## src/rtl/mips_int_ctrl.sv

```systemverilog
// -----------------------------------------------------------------------------
// mips_int_ctrl
//   Interrupt controller feeding the mips core's interrupter input.
//   Each source is synchronised and edge-detected in its own lane, and its
//   rising edges are latched into a pending bit. The masked pending set goes to
//   a lowest-index priority pick. A small FSM (IDLE -> REQ -> SERVICE) presents
//   one request at a time and holds the cause until the core acks. It then
//   tracks the handler until eret.
//
// Ports
//   clk          system clock, rising edge
//   rst          asynchronous active-high reset
//   irq_src      raw request lines (async to clk)
//   int_mask     per-source enable, gates selection only
//   int_ack      core took the interrupt (1-cycle pulse)
//   eret         core returned from handler (1-cycle pulse)
//   interrupter  registered request to core
//   int_cause    registered index of requested / in-service source
//   int_pending  pending register (debug readout)
//   int_busy     high while a handler is in service
// -----------------------------------------------------------------------------

// Per-source lane: 2-flop synchroniser, one delay flop for edge detect, and
// the sticky pending bit. A set in the same cycle as a clear wins.
module mips_int_ctrl_lane (
    input  logic clk,
    input  logic rst,
    input  logic irq,
    input  logic clr,
    output logic pending
);
    logic s1_q, s2_q, s3_q, pending_q;
    logic s1_d, s2_d, s3_d, pending_d;

    always_comb begin
        s1_d      = irq;
        s2_d      = s1_q;
        s3_d      = s2_q;
        pending_d = (pending_q & ~clr) | (s2_q & ~s3_q);
    end

    always_ff @(posedge clk or posedge rst) begin
        if (rst) begin
            s1_q      <= 1'b0;
            s2_q      <= 1'b0;
            s3_q      <= 1'b0;
            pending_q <= 1'b0;
        end else begin
            s1_q      <= s1_d;
            s2_q      <= s2_d;
            s3_q      <= s3_d;
            pending_q <= pending_d;
        end
    end

    assign pending = pending_q;
endmodule

module mips_int_ctrl #(
    parameter int N_SRC   = 4,
    parameter int CAUSE_W = 2
) (
    input  logic               clk,
    input  logic               rst,
    input  logic [N_SRC-1:0]   irq_src,
    input  logic [N_SRC-1:0]   int_mask,
    input  logic               int_ack,
    input  logic               eret,
    output logic               interrupter,
    output logic [CAUSE_W-1:0] int_cause,
    output logic [N_SRC-1:0]   int_pending,
    output logic               int_busy
);
    typedef enum logic [1:0] {
        ST_IDLE = 2'd0,
        ST_REQ  = 2'd1,
        ST_SVC  = 2'd2
    } state_t;

    state_t             state_q, state_d;
    logic               interrupter_q, interrupter_d;
    logic               int_busy_q, int_busy_d;
    logic [CAUSE_W-1:0] int_cause_q, int_cause_d;

    logic [N_SRC-1:0]   pending;
    logic [N_SRC-1:0]   pend_clr;
    logic [N_SRC-1:0]   eligible;
    logic [N_SRC-1:0]   cause_oh;
    logic [CAUSE_W-1:0] winner;

    mips_int_ctrl_lane u_lane [N_SRC-1:0] (
        .clk     (clk),
        .rst     (rst),
        .irq     (irq_src),
        .clr     (pend_clr),
        .pending (pending)
    );

    always_comb begin
        eligible = pending & int_mask;

        // Walk downward so the lowest set index is the last one written.
        winner = '0;
        for (int i = N_SRC - 1; i >= 0; i--) begin
            if (eligible[i]) winner = CAUSE_W'(i);
        end

        // One-hot of the latched cause. Decoding avoids indexing past N_SRC
        // when CAUSE_W covers more codes than there are sources.
        cause_oh = '0;
        for (int i = 0; i < N_SRC; i++) begin
            if (int_cause_q == CAUSE_W'(i)) cause_oh[i] = 1'b1;
        end

        state_d       = state_q;
        interrupter_d = interrupter_q;
        int_busy_d    = int_busy_q;
        int_cause_d   = int_cause_q;
        pend_clr      = '0;

        case (state_q)
            ST_IDLE: begin
                if (eligible != '0) begin
                    state_d       = ST_REQ;
                    int_cause_d   = winner;
                    interrupter_d = 1'b1;
                end
            end
            ST_REQ: begin
                // Cause stays frozen here. Ack outranks a same-cycle eret.
                if (int_ack) begin
                    state_d       = ST_SVC;
                    interrupter_d = 1'b0;
                    int_busy_d    = 1'b1;
                    pend_clr      = cause_oh;
                end else if ((eligible & cause_oh) == '0) begin
                    // Source masked off before the core took it: withdraw.
                    state_d       = ST_IDLE;
                    interrupter_d = 1'b0;
                end
            end
            ST_SVC: begin
                if (eret) begin
                    state_d    = ST_IDLE;
                    int_busy_d = 1'b0;
                end
            end
            default: begin
                state_d       = ST_IDLE;
                interrupter_d = 1'b0;
                int_busy_d    = 1'b0;
            end
        endcase
    end

    always_ff @(posedge clk or posedge rst) begin
        if (rst) begin
            state_q       <= ST_IDLE;
            interrupter_q <= 1'b0;
            int_busy_q    <= 1'b0;
            int_cause_q   <= '0;
        end else begin
            state_q       <= state_d;
            interrupter_q <= interrupter_d;
            int_busy_q    <= int_busy_d;
            int_cause_q   <= int_cause_d;
        end
    end

    assign interrupter = interrupter_q;
    assign int_cause   = int_cause_q;
    assign int_pending = pending;
    assign int_busy    = int_busy_q;
endmodule
```

## config.mk

```make
export PLATFORM = sky130hd
export DESIGN_NAME = mips_int_ctrl
export DESIGN_NICKNAME = d
export VERILOG_FILES = /design/src/rtl/mips_int_ctrl.sv
export SDC_FILE = /design/constraint.sdc
export NUM_CORES = 1
export LEC_CHECK = 0
export ABC_CLOCK_PERIOD_IN_PS = 3100
export BUFFER_PORTS_ARGS = -buffer_cell sky130_fd_sc_hd__buf_2
export CAP_MARGIN = 40
export CORE_MARGIN = 3
export CORE_UTILIZATION = 53
export CTS_CLUSTER_DIAMETER = 150
export DETAILED_ROUTE_END_ITERATION = 10
export PLACE_DENSITY_LB_ADDON = 0.15
export SLEW_MARGIN = 20
export SYNTH_ARGS = -nofsm -noshare
export SYNTH_HDL_FRONTEND = slang
export SYNTH_SLANG_ARGS = --single-unit
```

## constraint.sdc

```tcl
create_clock -name clk -period 3.1 [get_ports clk]
set_clock_uncertainty 0.15 [all_clocks]
set_input_delay 0.775 -clock clk [delete_from_list [all_inputs] [get_ports clk]]
set_output_delay 0.775 -clock clk [all_outputs]
set_load 0.02 [all_outputs]
```

# Word-level counts from Yosys, hierarchy flattened
# Index checks and enable logic that the tools add are counted.
[totals] word_cells=83 register_bits=22 output_inout_bits=8 inputBits=12
[classes] n_reduce_logical=8 eq_ne=9 n_bitwise=24 mux=22
[ops] operator="2-to-1 mux 2 bit" count=8
[ops] operator="inverter 1 bit" count=10
[ops] operator="2-to-1 mux 1 bit" count=9
[ops] operator="AND reduction 3 bit" count=3
[ops] operator="AND 1 bit" count=8
[ops] operator="AND 4 bit" count=2
[ops] operator="2-to-1 mux 4 bit" count=2
[ops] operator="== test 2 bit, second input constant" count=3
[ops] operator="inequality test 2 bit, second input constant" count=3
[ops] operator="one-hot mux 1 bit (3 select lines)" count=2
[ops] operator="one-hot mux 2 bit (3 select lines)" count=1
[ops] operator="== test 2 x 1 -> 1 bit, second input constant" count=2
[ops] operator="zero test 2 bit" count=2
[ops] operator="zero test 4 bit" count=1
[ops] operator="bitwise OR 1 bit" count=4
[ops] operator="nonzero test 4 bit" count=1
[ops] operator="inequality test 3 bit, second input constant" count=1
[ops] operator="AND reduction 2 bit" count=1

# Longest topological paths before layout
[logic_depth] word_depth=7 depth_mapped=4 ltp_nobuf=4

# Modules after synthesis
# From an unflattened synthesis, not the netlist that was laid out.
[unflattened] cells_unflattened=69 hier_area_um2=832.0
[by_module_without_submodules] module="mips_int_ctrl_lane" cells_each=8 area_each_um2=123.9 instances=4
[by_module_without_submodules] module="mips_int_ctrl" cells_each=37 area_each_um2=336.6 instances=1

# Worst setup path after synthesis
# No wires, ideal clock.
[synth_path] path_kind="in2reg" start="in int_mask[1]" end="reg interrupter_q (netlist: interrupter)" setup_ns=0.064 path_slack_ns=1.284 arrival_ns=1.602 path_buffers=0 stages=4 path_cell_list="nand2_1 mux4_2 o31ai_2 a21o_1"
[synth_via] elab_chain_len=5 elab_cells_between_ends=7
[synth_lines] element="start: declaration" line_no="66" source="input logic [N_SRC-1:0] int_mask,"
[synth_lines] element="AND 4 bit *" line_no="100" source="eligible = pending & int_mask;"
[synth_lines] element="AND 4 bit" line_no="136" source="end else if ((eligible & cause_oh) == '0) begin"
[synth_lines] element="zero test 4 bit" line_no="136"
[synth_lines] element="inequality test 3 bit (no source line)"
[synth_lines] element="AND reduction 3 bit (no source line) *"
[synth_lines] element="end signal: assignment" line_no="164" source="interrupter_q <= interrupter_d;"
[synth_lines] element="end: declaration" line_no="81" source="logic interrupter_q, interrupter_d;"
# Mark *: on every way between the ends. The rest lies on a longest branch, timed or not.
# A chain may end at the register's enable or synchronous reset.

# Worst setup path after layout
[layout_path] start="reg int_cause_q[1] (netlist: int_cause[1])" end="out int_cause[1]"
[layout_lines] element="start: declaration" line_no="83" source="logic [CAUSE_W-1:0] int_cause_q, int_cause_d;"
[layout_lines] element="start signal: assignment" line_no="166" source="int_cause_q <= int_cause_d;"
[layout_lines] element="end: declaration" line_no="70" source="output logic [CAUSE_W-1:0] int_cause,"
# No word-level cell between the ends.

==> impl_metrics.tcl <==
set metrics [dict create \
    syn2layout_area_growth_pct 16.6 \
    clock-sinks 22 \
    layout_commonest_cell "dfrtp_1" \
    min_period_ns 1.94 \
    critical_path_class "flip-flop to output port" \
    worst-slew-pin-transition_ns 0.256 \
    ys_top_cells_by_area "dfrtp_1 (67%), buf_4 (3.7%), nand2_1 (3.7%)" \
    synth_nets 77 \
    drv_slew 0 \
    die_area_mm2 0.00205 \
    synth_top_family_by_area "compound AO/OA/AOI/OAI gates" \
    fill_cells 111 \
    synth.area.mux_share 0.0414 \
    timing.final.ws_setup_ns 1.16 \
    vias_per_cell 5.12 \
    clk_pin_slew_ns 0.11 \
    htreeDepth 1 \
    setup_viol 0 \
    cp.arrival_ns 1.02 \
    final_cell_mix "dfrtp_1 (22), buf_2 (19), nand2_1 (8), inv_1 (5), o21ai_0 (5)" \
    max_freq_mhz 515 \
    maxCapViolations 0 \
    overflow 0 \
    diodes 0 \
    status "completed" \
    crit_buf_inv 1 \
    netlist_area_um2 816 \
    hpwl_um 913 \
    drive_gt1_frac 0.318 \
    slowest_delay_ns 0.50 \
    ios 20 \
    leakage_nw 0.475 \
    wl_um 1250 \
    wl_per_cell_um 12.5 \
    ys_ff_latch 22 \
    final_area_um2 951 \
    endpoint_kind "output port" \
    antenna_found_initial 0 \
    hold_buffers 0 \
    worst_path_max_delay_cell "dfrtp_1" \
    worstReg2RegEnd "interrupter" \
    drtPass1Iterations 2 \
    fin_crit_sh 0.627 \
    num_vias 512 \
    drcViolationCount 0 \
    ys_seq_area_frac 0.675 \
    crit_family "flip-flops" \
    initial_core_util 0.597 \
    max-slew-margin-rel 0.829 \
    critPathLaunchType "flip-flop" \
    synth.top_cell.area_share 0.675 \
    grt_start_max_net_pins 23 \
    worstHoldPathType "input port to asynchronous set/reset pin" \
    die_x_um 45.2 \
    netlist_instances 65 \
    crit_fanout 7 \
    required_ns 2.17 \
    synth_area_per_cell_um2 12.6 \
    synth-compound-area-share 0.132 \
    die_h_um 45.2 \
    multiInputGateArea_um2 216 \
    synth_xor_area_frac 0 \
    synth_fa_ha_area_frac 0 \
    post_dp_cell_area_um2 900 \
    cts_tree "built" \
    nets 98 \
    grt_pass1_vias 524 \
    cts_inserted_buffers 3 \
    io_buffers 19 \
    grt_setup_unrepaired "false" \
    seqCellArea_um2 551 \
    core_mm2 0.00137 \
    cts_max_path_buffers 2 \
    power.total_uw 850 \
    cts_root_buffer "clkbuf_4" \
    drt_first_iter_violations 2 \
    hold_viol_final 0 \
    post_cts_buffers 0 \
    drtAntennaViolNets 0 \
    grt_pass1_wl_um 2180 \
    power.density_mw_per_mm2 894 \
    synthSimpleGateAreaFrac 0.0920 \
    ir_worst_vdd_mv 0.441 \
    worstPathCellList "buf_2" \
    setup_tns_ns 0 \
    worst_skew_pair.late_latency_ns 0.30 \
    synth.distinct_cells 19 \
    rows 13 \
    rr_startpoint "int_cause[1]" \
    reg2reg_depth 3 \
    reg2reg_slack_ns 1.50 \
    yosysWarnings 0 \
    dp_slack_ns 1.13 \
    grt.total_usage 0.152 \
    gp_congestion 0.789 \
    ctsResizeCount 0 \
    synth_area_leader_cell "dfrtp_1" \
]
-- through the flow --
step | util | std cells | hold slack, ns
2_1_floorplan | - | 65 | 0.181
3_3_place_gp | 0.658 | 95 | 0.183
3_5_place_dp | 0.658 | 95 | 0.186
4_1_cts | 0.685 | 99 | 0.212
5_1_grt | 0.696 | 100 | 0.151
6_report | 0.696 | 100 | 0.165
-- routing by layer --
layer / GRT usage / wire length, µm / share of wire / vias to the layer above
li1: - / - / - / 257
met5: 0 / 0 / 0 / -
met2: 0.243 / 573 / 0.46 / 11
met4: 0.105 / 12 / 0.0096 / 0
met1: 0.186 / 603 / 0.48 / 242
met3: 0.0239 / 63 / 0.050 / 2
-- cell usage after synthesis --
master,instances
dfrtp_1,22
nand2_1,8
inv_1,5
o21ai_0,5
buf_4,4
a21o_1,3
a21oi_1,3
a22o_1,2
nand3_1,2
nor2_1,2
a21boi_0,1
and3b_1,1
mux2_2,1
mux4_2,1
nand2b_1,1
nand3b_1,1
nor3_1,1
o21a_1,1
o31ai_2,1
-- worst reg2reg max path, cell delays in order, from the launching register on --
cell and delay (ns):
dfrtp_1 0.50, mux4_2 0.57, o31ai_2 0.19, a21o_1 0.13
-- worst max-delay path by stage --
stage / endpoint / slack [ns] / startpoint / cells past startpoint
after floorplan: interrupter / 1.28 / int_mask[1] / 4
after global placement: interrupter / 1.17 / int_mask[3] / 5
after detailed placement: interrupter / 1.13 / int_mask[3] / 5
after CTS: int_cause[1] / 1.15 / int_cause[1] / 1
after global routing: int_cause[1] / 1.12 / int_cause[1] / 1
final: int_cause[1] / 1.16 / int_cause[1] / 1
-- cell type report --
cell class / instances / share of cell area
flip-flops and latches: 22 / 0.579
clock buffers: 4 / 0.0382
repair buffers: 20 / 0.116
inverters: 5 / 0.0197
well taps: 15 / 0.0197
multi-input cells: 34 / 0.228
-- kinds of logic (layout without fill, tap and decap cells) --
kind of cell / after synthesis / in the layout
compound gates: 16 / 16
buf+inv: 9 / 29
flops: 22 / 22
mux: 2 / 2
simple gates: 16 / 16
-- flip-flops by register name, indices dropped and copies added, names as in the netlist --
signal and flops:
state_q 2, int_cause 2, int_busy 1, u_lane.s1_q 4
interrupter 1, u_lane.s3_q 4, u_lane.s2_q 4, u_lane.pending 4
-- power by group --
group | switching [mW] | internal (mW)
sequential | 0.0702 | 0.353
combinational | 0.153 | 0.125
clock | 0.0771 | 0.0715
(Power assumes the default switching activity.)
